[config.mk]
export PLATFORM = sky130hd
export DESIGN_NAME = sevenseg_monitor
export DESIGN_NICKNAME = d
export VERILOG_FILES = /design/src/rtl/seg7_pkg.sv /design/src/rtl/seg7_decode.sv /design/src/rtl/sevenseg_monitor.sv
export SDC_FILE = /design/constraint.sdc
export NUM_CORES = 1
export LEC_CHECK = 0
export CORE_UTILIZATION = 59
export DETAILED_ROUTE_END_ITERATION = 12
export PLACE_DENSITY = 0.8
export SLEW_MARGIN = 10
export SYNTH_ARGS = -nofsm -noshare
export SYNTH_HDL_FRONTEND = slang
export SYNTH_HIERARCHICAL = 1
export SYNTH_SLANG_ARGS = --single-unit
[constraint.sdc]
create_clock -name clk -period 10.5 [get_ports clk]
set_input_delay 3.15 -clock clk [delete_from_list [all_inputs] [get_ports clk]]
set_output_delay 3.15 -clock clk [all_outputs]
set_load 0.01 [all_outputs]
[src/rtl/seg7_pkg.sv]
// rtl/seg7_pkg.sv - segment patterns, digit codes, frame classes and BCD-to-centisecond helper
package seg7_pkg;

  localparam logic [6:0] SEG_0     = 7'b1000000;
  localparam logic [6:0] SEG_1     = 7'b1111001;
  localparam logic [6:0] SEG_2     = 7'b0100100;
  localparam logic [6:0] SEG_3     = 7'b0110000;
  localparam logic [6:0] SEG_4     = 7'b0011001;
  localparam logic [6:0] SEG_5     = 7'b0010010;
  localparam logic [6:0] SEG_6     = 7'b0000010;
  localparam logic [6:0] SEG_7     = 7'b1111000;
  localparam logic [6:0] SEG_8     = 7'b0000000;
  localparam logic [6:0] SEG_9     = 7'b0010000;
  localparam logic [6:0] SEG_BLANK = 7'b1111111;

  localparam logic [3:0] DIG_BLANK = 4'hF;
  localparam logic [3:0] DIG_BAD   = 4'hE;

  localparam int CS_W = 19;

  localparam logic [CS_W-1:0] W_MIN = 19'd6000;
  localparam logic [CS_W-1:0] W_SEC = 19'd100;
  localparam logic [CS_W-1:0] W_TEN = 19'd10;

  typedef enum logic {IDLE, TRACK} mon_state_t;

  typedef enum logic [1:0] {CLS_BAD, CLS_BLANK, CLS_RANGE, CLS_VALID} frame_class_t;

  // Only meaningful for range-checked frames; larger inputs may wrap.
  function automatic logic [CS_W-1:0] bcd_to_cs(input logic [23:0] d);
    logic [CS_W-1:0] mm;
    logic [CS_W-1:0] ss;
    logic [CS_W-1:0] cc;
    mm = CS_W'(d[23:20]) * W_TEN + CS_W'(d[19:16]);
    ss = CS_W'(d[15:12]) * W_TEN + CS_W'(d[11:8]);
    cc = CS_W'(d[7:4])   * W_TEN + CS_W'(d[3:0]);
    return mm * W_MIN + ss * W_SEC + cc;
  endfunction

endpackage

[src/rtl/seg7_decode.sv]
// rtl/seg7_decode.sv - inverse of the active-low gfedcba digit encoder
module seg7_decode
  import seg7_pkg::*;
(
  input  logic [6:0] seg,
  output logic [3:0] digit
);

  always_comb begin
    digit = DIG_BAD;
    case (seg)
      SEG_0:     digit = 4'd0;
      SEG_1:     digit = 4'd1;
      SEG_2:     digit = 4'd2;
      SEG_3:     digit = 4'd3;
      SEG_4:     digit = 4'd4;
      SEG_5:     digit = 4'd5;
      SEG_6:     digit = 4'd6;
      SEG_7:     digit = 4'd7;
      SEG_8:     digit = 4'd8;
      SEG_9:     digit = 4'd9;
      SEG_BLANK: digit = DIG_BLANK;
      default:   digit = DIG_BAD;
    endcase
  end

endmodule

[src/rtl/sevenseg_monitor.sv]
// rtl/sevenseg_monitor.sv - stopwatch display checker: glitch filter, decode, convert, error flags
module sevenseg_monitor
  import seg7_pkg::*;
#(
  parameter int STABLE_CYCLES = 4
)
(
  input  logic            clk,
  input  logic            key_reset,
  input  logic [6:0]      hex0,
  input  logic [6:0]      hex1,
  input  logic [6:0]      hex2,
  input  logic [6:0]      hex3,
  input  logic [6:0]      hex4,
  input  logic [6:0]      hex5,
  input  logic            err_clear,
  output logic [23:0]     bcd_value,
  output logic [CS_W-1:0] cs_value,
  output logic            frame_update,
  output logic            frame_blank,
  output logic            err_invalid,
  output logic            err_range,
  output logic            err_backward,
  output logic [15:0]     frame_count
);

  localparam int              CNT_W   = $clog2(STABLE_CYCLES + 1);
  localparam logic [CNT_W-1:0] CNT_MAX = CNT_W'(STABLE_CYCLES);

  logic [41:0]      hex_in;
  logic [41:0]      samp_q;
  logic [CNT_W-1:0] stab_cnt;
  logic [23:0]      frame;
  logic             commit;
  logic             commit_q;
  logic             fresh_q;

  mon_state_t   state;
  mon_state_t   state_next;
  frame_class_t frame_class;
  logic [CS_W-1:0] new_cs;
  logic         set_invalid;
  logic         set_range;
  logic         set_backward;
  logic         any_bad;
  logic         any_blank;

  assign hex_in = {hex5, hex4, hex3, hex2, hex1, hex0};

  for (genvar i = 0; i < 6; i++) begin : g_dec
    seg7_decode u_dec (
      .seg   (samp_q[7*i +: 7]),
      .digit (frame[4*i +: 4])
    );
  end

  always_ff @(posedge clk or negedge key_reset) begin
    if (!key_reset) begin
      samp_q   <= '1;
      stab_cnt <= '0;
    end else begin
      samp_q <= hex_in;
      if (hex_in != samp_q) begin
        stab_cnt <= CNT_W'(1);
      end else if (stab_cnt != CNT_MAX) begin
        stab_cnt <= stab_cnt + CNT_W'(1);
      end
    end
  end

  // fresh_q lets the very first stable frame commit even if it matches the reset bcd_value.
  assign commit = (stab_cnt == CNT_MAX) && ((frame != bcd_value) || fresh_q);

  always_ff @(posedge clk or negedge key_reset) begin
    if (!key_reset) begin
      bcd_value <= 24'hFFFFFF;
      commit_q  <= 1'b0;
      fresh_q   <= 1'b1;
    end else begin
      commit_q <= commit;
      if (commit) begin
        bcd_value <= frame;
        fresh_q   <= 1'b0;
      end
    end
  end

  always_ff @(posedge clk or negedge key_reset) begin
    if (!key_reset) begin
      state <= IDLE;
    end else begin
      state <= state_next;
    end
  end

  always_comb begin
    state_next   = state;
    any_bad      = 1'b0;
    any_blank    = 1'b0;
    set_invalid  = 1'b0;
    set_range    = 1'b0;
    set_backward = 1'b0;
    new_cs       = bcd_to_cs(bcd_value);
    for (int i = 0; i < 6; i++) begin
      if (bcd_value[4*i +: 4] == DIG_BAD)   any_bad   = 1'b1;
      if (bcd_value[4*i +: 4] == DIG_BLANK) any_blank = 1'b1;
    end
    if (any_bad) begin
      frame_class = CLS_BAD;
    end else if (any_blank) begin
      frame_class = CLS_BLANK;
    end else if ((bcd_value[23:20] > 4'd5) || (bcd_value[15:12] > 4'd5)) begin
      frame_class = CLS_RANGE;
    end else begin
      frame_class = CLS_VALID;
    end
    if (commit_q) begin
      set_invalid = (frame_class == CLS_BAD);
      set_range   = (frame_class == CLS_RANGE);
      if (frame_class == CLS_VALID) begin
        // A return to zero is a legitimate reset or hour wrap.
        set_backward = (state == TRACK) && (new_cs < cs_value) && (new_cs != '0);
        state_next   = TRACK;
      end
    end
  end

  always_ff @(posedge clk or negedge key_reset) begin
    if (!key_reset) begin
      cs_value     <= '0;
      frame_count  <= '0;
      frame_update <= 1'b0;
      frame_blank  <= 1'b0;
      err_invalid  <= 1'b0;
      err_range    <= 1'b0;
      err_backward <= 1'b0;
    end else begin
      frame_update <= commit_q;
      err_invalid  <= (err_invalid  & ~err_clear) | set_invalid;
      err_range    <= (err_range    & ~err_clear) | set_range;
      err_backward <= (err_backward & ~err_clear) | set_backward;
      if (commit_q) begin
        if (frame_class == CLS_BLANK) begin
          frame_blank <= 1'b1;
        end else if (frame_class == CLS_VALID) begin
          frame_blank <= 1'b0;
          cs_value    <= new_cs;
          if (frame_count != 16'hFFFF) begin
            frame_count <= frame_count + 16'd1;
          end
        end
      end
    end
  end

endmodule

==> flow_metrics.tcl <==
set metrics [dict create \
    clock_path_buffers 2 \
    required_ns 10.79 \
    via_per_inst 5.79 \
    cts_made_buffers 9 \
    cts_tree "done" \
    cp-start-kind "flip-flop" \
    die_h_um 137 \
    synth.cell_area_um2 10800 \
    grt_overflow 0 \
    pwr-share-seq 0.515 \
    cp_top_family "adder cells" \
    min-delay-start "commit_q" \
    rsz0062_at_grt "false" \
    crit_type "reg2reg" \
    antenna_found_initial 0 \
    net-switching-power_uw 237 \
    clock_skew_ns 0.0168 \
    p_leak_uw 0.00566 \
    fmax_mhz 112 \
    top_level_ports 109 \
    synthCells 1192 \
    worst_pin_slew_ns 0.954 \
    firstDrtPassIters 5 \
    irDropWorstVdd_v 0.000115 \
    drive_gt1_frac 0.0913 \
    cts_resized 0 \
    grt_pass1_vias 8501 \
    vias 8754 \
    die_area_um2 18900 \
    fp-row-count 49 \
    cts_sinks 112 \
    reg2reg_from "bcd_value[23]" \
    fin_setup_tns_ns 0 \
    fin_area_um2 12300 \
    power_density_nw_per_um2 74.4 \
    wirelength_um 24000 \
    clkLatencyLatePin_ns 0.37 \
    grt_use_total 0.269 \
    clkPwrFrac 0.402 \
    synth_seq_area_share 0.267 \
    multiInputGateArea_um2 7150 \
    drv_cap 0 \
    critical_path.slowest_cell "dfstp_2" \
    holdCritPathClass "reg2reg" \
    post_dp_cell_area_um2 12000 \
    rrSetupSlack_ns 1.58 \
    arrival_ns 9.21 \
    stdcell_count 1511 \
    place_inst 1495 \
    diodes 0 \
    hpwl_um 19300 \
    reg2reg_depth 37 \
    post_cts_buffers 0 \
    htreeDepth 3 \
    worstHoldEndpoint "frame_update" \
    cpMostUsedCell "ha_1" \
    swShare 0.259 \
    synth_common_cells "149 x inv_1, 132 x ha_1, 115 x nand2_1" \
    syn_nets 1417 \
    synth_area_leader_cell "dfstp_2" \
    synth_edf_count 0 \
    ys.flop_type "dfstp_2" \
    synthTopCellsByArea "dfstp_2 16%, ha_1 15%, dfrtp_1 10%" \
    ys.warnings.count 6 \
    drc_errors 0 \
    grt_max_degree 80 \
    avgSynthCellArea_um2 9.07 \
    setup_violations 0 \
    drt_iter0_markers 416 \
    core_area_um2 18000 \
    r2r_end "err_backward" \
    io_buffers 108 \
    min_path_cells 0 \
    fill_cells 1421 \
    crit_buf_inv 5 \
    grt_pass1_wl_um 40100 \
    max-slew-margin-rel 0.364 \
    pwr-share-comb 0.083 \
    nets 1502 \
    ant_nets 0 \
    synth_seq_cells 112 \
    cts_hold_buf 0 \
    p_int_uw 678 \
    crit_fanout 14 \
    synth_top_area_frac 0.163 \
    endpoint_kind "flip-flop" \
    die_w_um 137 \
    maxSlewViolCount 0 \
    start_util 0.602 \
    routedWlPerCell_um 15.9 \
    cts.clk_slew.worst_paths_ns 0.09 \
    async_flop_share 1.00 \
    final_hold_viol_count 0 \
    synth_cell_type_count 71 \
    period_needed_ns 8.92 \
    seqCellArea_um2 2890 \
    cts-root-buf "clkbuf_16" \
    place.gp.congestion 0.889 \
    area_growth_pct 13.7 \
    finalCritPeriodShare 0.849 \
    synth_most_common_cell "inv_1" \
    slowest_delay_ns 0.69 \
    outcome "finished, final reports clean" \
]
-- state kept, by name, indices dropped and copies added, names as in the netlist --
signal,count
samp_q,42
bcd_value,24
cs_value,19
frame_count,16
stab_cnt,3
commit_q,1
err_backward,1
err_invalid,1
err_range,1
frame_blank,1
frame_update,1
fresh_q,1
state,1
-- power by group through the flow --
| stage | sequential [µW] | clock, µW | combinational (µW) |
|---|---|---|---|
| 5_1_grt | 474 | 390 | 83.4 |
| 3_5_place_dp | 478 | 0 | 76.5 |
| 4_1_cts | 470 | 374 | 77.0 |
| 6_report | 471 | 368 | 75.8 |
| 2_1_floorplan | 464 | 0 | 51.7 |
| 3_3_place_gp | 477 | 0 | 75.6 |
-- worst max path at each step --
stage                  start            to  slack (ns)  depth (start not counted)
6_report       bcd_value[23]  err_backward        1.58                         37
5_1_grt        bcd_value[23]  err_backward        0.85                         37
4_1_cts        bcd_value[23]  err_backward        1.57                         36
3_5_place_dp   bcd_value[23]  err_backward        1.57                         33
3_3_place_gp   bcd_value[23]  err_backward        1.89                         36
2_1_floorplan  bcd_value[21]  err_backward        2.30                         36
-- cell families after synthesis --
| family | Yosys count | synth area share |
|---|---|---|
| and+or+nand+nor | 383 | 0.186 |
| AOI/OAI and AO/OA | 198 | 0.124 |
| buffers and inverters | 186 | 0.0718 |
| adders and majority gates | 180 | 0.242 |
| xor gates and xnor gates | 128 | 0.104 |
| DFF | 112 | 0.267 |
| muxes | 5 | 0.00521 |
-- stage by stage --
step	util	power, µW	setup WS (ns)	hold WS (ns)
after global routing	0.684	947	0.847	0.471
after detailed placement	0.667	554	1.57	0.433
after floorplan	-	516	2.30	0.412
after global placement	0.667	553	1.89	0.441
final	0.684	915	1.58	0.443
after CTS	0.684	921	1.57	0.446
-- layer usage --
layer / routed length [µm] / track usage / vias up
met3: 940 / 0.0394 / 48
met5: 0 / 0 / -
met1: 10400 / 0.333 / 4132
li1: - / - / 4341
met2: 12000 / 0.471 / 233
met4: 705 / 0.106 / 0
-- cells in the final DEF, fill, tap and decap left out, drive strengths merged, types with 39 or more instances in the layout --
| master | count |
|---|---|
| a21oi | 39 |
| fa | 48 |
| o21ai | 61 |
| nand2 | 115 |
| xnor2 | 99 |
| clkdlybuf4s50 | 107 |
| inv | 153 |
| nor2 | 46 |
| dfstp | 67 |
| dfrtp | 45 |
| ha | 132 |
-- final cells by class --
type,count,area share
multi-input combinational,894,0.582
sequential,112,0.235
timing repair buffer,110,0.0890
inverter,150,0.0458
tap,229,0.0233
clock buffer,9,0.0183
clock inverter,7,0.00712
Power figures use the tool's default switching activity.
